**config.mk**
```make
export PLATFORM = sky130hd
export DESIGN_NAME = multi_state_machine
export DESIGN_NICKNAME = d
export VERILOG_FILES = /design/src/rtl/multi_state_machine.sv
export SDC_FILE = /design/constraint.sdc
export NUM_CORES = 1
export LEC_CHECK = 0
export ABC_AREA = 1
export BUFFER_PORTS_ARGS = -buffer_cell sky130_fd_sc_hd__buf_2
export CORE_MARGIN = 5
export CORE_UTILIZATION = 47
export CTS_CLUSTER_SIZE = 20
export DETAILED_ROUTE_END_ITERATION = 8
export PLACE_DENSITY = 0.74
export SLEW_MARGIN = 20
export SYNTH_ARGS = -nofsm -noshare
export SYNTH_HDL_FRONTEND = slang
export SYNTH_SLANG_ARGS = --single-unit
```
**constraint.sdc**
```tcl
create_clock -name clk_i -period 1.3 [get_ports clk_i]
set_input_delay 0.065 -clock clk_i [delete_from_list [all_inputs] [get_ports clk_i]]
set_output_delay 0.065 -clock clk_i [all_outputs]
set_load 0.02 [all_outputs]
```
**src/rtl/multi_state_machine.sv**
```systemverilog
// One-hot state selector with per-state requests, minimum-dwell lockout,
// priority or round-robin arbitration, sticky hold, enable gate and dwell counter.
module multi_state_machine #(
  parameter int unsigned N_STATES    = 3,
  parameter int unsigned IDX_W       = 2,
  parameter int unsigned MIN_DWELL   = 4,
  parameter int unsigned DWELL_W     = 8,
  parameter int unsigned RESET_STATE = 0,
  parameter int unsigned MODE        = 0,
  parameter int unsigned STICKY      = 1
) (
  input  logic                clk_i,
  input  logic                rst_ni,
  input  logic                en_i,
  input  logic [N_STATES-1:0] req_i,
  output logic [N_STATES-1:0] state_o,
  output logic [IDX_W-1:0]    state_idx_o,
  output logic                changed_o,
  output logic [DWELL_W-1:0]  dwell_cnt_o
);

  localparam logic [N_STATES-1:0] RstOneHot = N_STATES'(1) << RESET_STATE;
  localparam logic [IDX_W-1:0]    RstIdx    = IDX_W'(RESET_STATE);

  logic [N_STATES-1:0] state_q, state_d;
  logic [IDX_W-1:0]    idx_q, idx_d;
  logic                changed_q, changed_d;
  logic [DWELL_W-1:0]  dwell_q, dwell_d;

  logic [IDX_W-1:0]    target;
  logic                found;
  logic                locked;
  int unsigned         rr_k;

  // State register
  always_ff @(posedge clk_i or negedge rst_ni) begin
    if (!rst_ni) begin
      state_q   <= RstOneHot;
      idx_q     <= RstIdx;
      changed_q <= 1'b0;
      dwell_q   <= '0;
    end else begin
      state_q   <= state_d;
      idx_q     <= idx_d;
      changed_q <= changed_d;
      dwell_q   <= dwell_d;
    end
  end

  // Target selection and next-state
  always_comb begin
    target    = idx_q;
    found     = 1'b0;
    rr_k      = 0;
    locked    = 32'(dwell_q) < MIN_DWELL;
    state_d   = state_q;
    idx_d     = idx_q;
    dwell_d   = dwell_q;
    changed_d = 1'b0;

    if (req_i == '0) begin
      target = idx_q;
    end else if ((STICKY != 0) && req_i[idx_q]) begin
      target = idx_q;
    end else if (MODE == 0) begin
      for (int k = 0; k < int'(N_STATES); k++) begin
        if (!found && req_i[k]) begin
          target = IDX_W'(k);
          found  = 1'b1;
        end
      end
    end else begin
      // Search starts just above cur and wraps, ending at cur itself.
      for (int i = 1; i <= int'(N_STATES); i++) begin
        rr_k = 32'(idx_q) + 32'(i);
        if (rr_k >= N_STATES) rr_k = rr_k - N_STATES;
        if (!found && req_i[rr_k]) begin
          target = IDX_W'(rr_k);
          found  = 1'b1;
        end
      end
    end

    if (en_i) begin
      if ((target != idx_q) && !locked) begin
        state_d         = '0;
        state_d[target] = 1'b1;
        idx_d           = target;
        dwell_d         = '0;
        changed_d       = 1'b1;
      end else if (dwell_q != '1) begin
        dwell_d = dwell_q + DWELL_W'(1);
      end
    end
  end

  // Outputs are straight from registers
  always_comb begin
    state_o     = state_q;
    state_idx_o = idx_q;
    changed_o   = changed_q;
    dwell_cnt_o = dwell_q;
  end

endmodule
```
==> out/results.txt, run 1 <==
Die X = 53.4 microns
Outcome = finished, violations left
WL final = 2.40 mm
Routed Antenna Nets = 0
Metal1 wirelength = 1.02 mm
Die H = 53.4 microns
Critical path, cell by cell = buf_6, nand3_4, buf_4, nor2_1, nand2_1, nand2_1, nand4_1, nand2_1
Failing checks = negative setup slack
DR vias/cell = 5.09
Post-Syn Area per Cell = 7.89 sq um
Pwr Density = 1810 nW/um^2
CP Depth = 8
Min-delay worst type = in -> reg
Worst setup path startpoint = dwell_cnt_o[3]
CORE AREA = 1760 sq um
Syn nets = 119
Critical Path Fanout Max = 7
Register bit count reported by yosys = 14
Endpoints failing setup = 1
Ratio of final minimum period to clock period = 101%
Worst Path Buf+Inv = 2
DRT Pass-1 Iters = 4
Gr ovfl total = 0
Top Metal Used = met4
Min cycle time layout = 1320 ps
Crit-path slowest cell = dfrtp_2
Vias in the first global route = 792
Starting Density = 50.1%
RSZ-0062 raised after global routing = true
Crit path launch type = flop
Hold wc startpoint = en_i
GPL Wtd Cong = 0.875
Syn Inst Count = 112
CTS clk-pin slew, worst paths = 90 ps
Met3 wire len = 152 microns
Setup CP Type = reg -> reg
FILL cells = 136
Critical path arrival = 1550 ps
Total Power = 0.00218 W
Drt drc = 0
R2R depth = 8
PortBufs = 19
Total leakage power = 0.646 nW
Synth area leader = dfrtp_1
Detailed placer's ending HPWL = 1.49 mm
Worst-Skew Late Latency = 290 ps
Met2 routed WL = 1.19 mm
Antenna violations before repair = 0
Max-slew headroom = 77.8%
Largest net degree at the start of global routing = 15
CTS tree = built
Worst vdd ir = 1.17 mV
Diodes inserted = 0
Slew Limit Fails = 0
Clock root buffer = clkbuf_4
Clock sinks = 14
Htree depth = 1
YS warnings = 0
Layout net count = 156
IO Pins = 20
Buffers from clock root to sink, at most = 2
Worst stage delay on the critical path = 460 ps
Drt initial violations = 35
Seq/Total Area, Yosys = 39.8%
Rows = 15
Unique masters post-synth = 22
Max-cap viol count = 0
Critical Path RT = 1530 ps
Num CTS Buffers = 3
Final WS setup = -15.5 ps
FF-to-FF Start = dwell_cnt_o[3]
Register area = 359 sq um
Max frequency = 760 MHz
Routed vias = 881
Worst-margin pin slew = 333 ps
Global-route wire length before repair = 3.44 mm
Non-Filler Instances = 173
Most frequent CP cell = nand2_1
DR WL/cell = 13.9 microns
Worst path top cell family by delay = simple AND/OR/NAND/NOR gates
Top cell type's share of synthesized area = 36.8%
P&R area growth vs syn = 36.7%
Die area = 2850 sq um
Largest cells by area after synthesis = dfrtp_1 (37%), nand2_1 (14%), nand3_2 (6.8%), nand3_1 (5.7%), inv_1 (5.1%)
Reg2reg end = dwell_cnt_o[6]
Mapped cell area = 883 sq um
Final Hold Fails = 0
Crit. End Element = flop
GR Util All Layers = 16.5%
Layout cells sized above 1 = 44.6%
Multi-input gate area = 538 sq um
FF-to-FF setup slack = -20 ps
Clk_skew = 6.13 ps
Inst Count DP = 157
Worst setup path endpoint = dwell_cnt_o[6]
==> area by class of cell <==
class,count,share of cell area [%]
multi-input cells,84,44.6
flip-flops and latches,14,29.7
repair buffers,32,16.5
inverters,14,4.46
well taps,25,2.59
clock buffers,4,2.18
==> layer usage <==
| layer | up-vias | track usage, % |
|---|---|---|
| met3 | 5 | 3.38 |
| met1 | 408 | 22.3 |
| met2 | 33 | 25.5 |
| met4 | 0 | 5.96 |
| met5 | - | 0 |
| li1 | 435 | - |
==> worst min-delay path: cells and delay by family <==
family | cells | cell delay (ps)
buf+inv | 1 | 190
simple gates | 2 | 190
==> how the worst min path moves through the flow <==
stage / slack [ps] / end / cells after the start
2_1_floorplan: -230 / changed_o / 0
3_3_place_gp: -20 / state_o[1] / 1
3_5_place_dp: -20 / state_o[1] / 1
4_1_cts: 150 / dwell_cnt_o[6] / 3
5_1_grt: 190 / dwell_cnt_o[3] / 3
6_report: 180 / dwell_cnt_o[1] / 3
==> power by group <==
part | internal [W] | leakage, nW | switching (W) | total [W]
registers | 0.000587 | 0.174 | 0.000155 | 0.000742
logic | 0.000455 | 0.457 | 0.000718 | 0.00117
clock network | 0.000119 | 0.0150 | 0.000150 | 0.000270
==> layout by cell type (no fill, tap or decap), drive strengths merged <==
| master | netlist | layout |
|---|---|---|
| nand2 | 38 | 38 |
| buf | 1 | 31 |
| nand3 | 17 | 17 |
| nor2 | 14 | 15 |
| inv | 13 | 13 |
| dfrtp | 13 | 13 |
| nand4 | 7 | 7 |
| clkbuf | 0 | 4 |
| o21ai | 3 | 3 |
| xor2 | 3 | 3 |
| clkinv | 1 | 1 |
| ha | 1 | 1 |
| dlygate4sd3 | 0 | 1 |
| dfstp | 1 | 1 |
==> through the flow <==
| stage | utilization, % | instance area [sq um] | hold WS (ps) | TNS [ps] | setup WS, ps |
|---|---|---|---|---|---|
| after detailed placement | 58.9 | 1040 | -20.0 | 0 | 39.8 |
| after global placement | 58.9 | 1040 | -18.1 | 0 | 45.5 |
| final | 68.4 | 1210 | 180 | -15.5 | -15.5 |
| after global routing | 68.4 | 1210 | 192 | -483 | -102 |
| after CTS | 61.0 | 1080 | 151 | 0 | 15.6 |
| after floorplan | - | 903 | -231 | 0 | 15.2 |
==> sequential cells by signal, summed over array words and instances, names as in the netlist <==
name,count
dwell_cnt_o,8
state_idx_o,2
state_o,3
changed_o,1
==> cells in the mapped netlist <==
library cell / instances
nand2_1: 34
dfrtp_1: 13
inv_1: 12
nor2_1: 12
nand3_1: 10
nand3_2: 6
nand4_1: 6
nand2_2: 2
nand2_4: 2
o21ai_0: 2
xor2_1: 2
buf_2: 1
clkinv_2: 1
dfstp_2: 1
ha_1: 1
inv_2: 1
nand3_4: 1
nand4_2: 1
nor2_2: 1
nor2_8: 1
o21ai_1: 1
xor2_2: 1
==> cells by family after synthesis <==
group	share of synthesized area, %
xor+xnor	3.83
simple gates	46.6
flops	39.8
buf+inv	6.66
compound gates	1.70
fa+ha+maj	1.42
==> what timing repair did <==
action                                  CTS  global route
resized for setup                         0            12
endpoints found under the hold margin    14             0
hold buffers                              1             0
endpoints found under the setup margin    0            13
setup buffers                             0            10
No activity file was read; power rests on OpenSTA's default activity.
==> inputs of run 2 (changes only) <==
--- a/config.mk
+++ b/config.mk
@@ -8,11 +8,9 @@
 export ABC_AREA = 1
 export BUFFER_PORTS_ARGS = -buffer_cell sky130_fd_sc_hd__buf_2
 export CORE_MARGIN = 5
-export CORE_UTILIZATION = 47
+export CORE_UTILIZATION = 40
 export CTS_CLUSTER_SIZE = 20
 export DETAILED_ROUTE_END_ITERATION = 8
-export PLACE_DENSITY = 0.74
-export SLEW_MARGIN = 20
 export SYNTH_ARGS = -nofsm -noshare
 export SYNTH_HDL_FRONTEND = slang
 export SYNTH_SLANG_ARGS = --single-unit
==> out/results.txt, run 2 (same netlist as run 1, synthesis figures left out) <==
Layout cells sized above 1 = 46.3%
Max-cap viol count = 0
Total Power = 0.00226 W
WHS Path Cells = 3
Crit-path slowest cell = dfrtp_2
Slew Limit Fails = 0
Clock root buffer = clkbuf_4
Worst-margin pin slew = 332 ps
DR vias/cell = 4.76
Commonest non-fill, non-tap cell in the layout = nand2_1
Ratio of final minimum period to clock period = 101%
Starting Density = 40.7%
Gr ovfl total = 0
Worst stage delay on the critical path = 450 ps
Layout net count = 155
Worst Path Buf+Inv = 1
Critical Path Fanout Max = 8
CORE AREA = 2170 sq um
Crit path launch type = flop
Pwr Density = 1810 nW/um^2
Htree depth = 1
Buffers from clock root to sink, at most = 2
Final Hold Fails = 0
Clk_skew = 6.99 ps
Most frequent cells in the layout = nand2_1 (32), buf_2 (19), inv_1 (11), buf_4 (11), nor2_1 (10)
GR Util All Layers = 13.5%
Vias in the first global route = 785
Die X = 57.0 microns
Die H = 57.0 microns
RSZ-0062 raised after global routing = true
FILL cells = 223
IO Pins = 20
DR WL/cell = 12.0 microns
Min-delay worst type = in -> reg
CP Depth = 7
Largest net degree at the start of global routing = 15
Worst-Skew Late Latency = 280 ps
WL final = 2.10 mm
Diodes inserted = 0
Die area = 3250 sq um
Max reg flops = 8
Final WS setup = -9.62 ps
Detailed placer's ending HPWL = 1.59 mm
Outcome = finished, violations left
Setup CP Type = reg -> reg
Drt drc = 0
PortBufs = 19
Endpoints failing setup = 1
Rows = 17
R2R depth = 7
Crit. End Element = flop
Failing checks = negative setup slack
Min cycle time layout = 1310 ps
Worst vdd ir = 0.900 mV
Critical path, cell by cell = ha_4, nand3_4, inv_4, nand2_8, nand3_4, xor2_2, nor2_1
DRT Pass-1 Iters = 4
Antenna violations before repair = 0
Critical Path RT = 1510 ps
P&R area growth vs syn = 41.5%
CTS clk-pin slew, worst paths = 90 ps
Most frequent CP cell = nand3_4
GPL Wtd Cong = 0.799
Global-route wire length before repair = 3.55 mm
Worst path top cell family by delay = flip-flops
Drt initial violations = 15
Total leakage power = 0.631 nW
Clock sinks = 14
Routed Antenna Nets = 0
Num CTS Buffers = 3
Max-slew headroom = 77.9%
Final TNS setup = -9.62 ps
Routed vias = 833
Critical path arrival = 1520 ps
CTS tree = built
Max frequency = 764 MHz
run 2: through the flow:
| stage | worst slack [ps] | area (sq um) | utilization, % | cells | hold WS, ps |
|---|---|---|---|---|---|
| after floorplan | 15.2 | 903 | - | 112 | -231 |
| after global placement | 13.1 | 1070 | 49.1 | 163 | -17.8 |
| after detailed placement | -3.37 | 1070 | 49.1 | 163 | -18.3 |
| after CTS | 2.23 | 1130 | 52.0 | 170 | 154 |
| after global routing | -73.0 | 1250 | 57.6 | 175 | 210 |
| final | -9.62 | 1250 | 57.6 | 175 | 179 |
run 2: what timing repair did:
item	4_1_cts	5_1_grt
pin swaps	0	7
setup endpoints to repair	2	13
setup buffers	2	4
gates resized for setup	0	17
endpoints found under the hold margin	14	0
hold buffers	1	0
cloned	0	1
run 2: area by class of cell:
class                           instances  area, sq um  area share (%)
Tap cell                               28         35.0            2.80
Sequential cell                        14          358            28.6
Clock buffer                            4         36.3            2.90
Inverter                               14         56.3            4.50
Timing Repair Buffer                   31          188            15.0
Multi-Input combinational cell         84          577            46.1
run 2: layer usage:
layer	vias up	routed length (microns)	global-route usage, %
li1	428	-	-
met1	386	964	18.5
met2	17	1020	21.9
met3	2	104	3.17
met4	0	13	2.98
met5	-	0	0
run 2: path summary, 6_finish.rpt:
path,startpoint,end,slack (ps)
setup reg to reg,dwell_cnt_o[0],dwell_cnt_o[4],-10
max in group asynchronous,rst_ni,state_o[0],790
setup / recovery,dwell_cnt_o[0],dwell_cnt_o[4],-10
hold / removal,en_i,dwell_cnt_o[3],180
min in group asynchronous,rst_ni,dwell_cnt_o[1],200
hold reg to reg,state_o[0],state_o[0],480
run 2: worst reg2reg max path, delay by kind of cell (launching register included):
family	cells	cell delay, ps
flip-flops	1	450
AND/OR/NAND/NOR	4	360
adder cells (fa/ha/maj)	1	180
XOR/XNOR	1	180
buffers and inverters	1	60
run 2: report_power, final:
group / internal, W / switching, W
Combinational: 0.000474 / 0.000736
Sequential: 0.000587 / 0.000145
Clock: 0.000170 / 0.000145
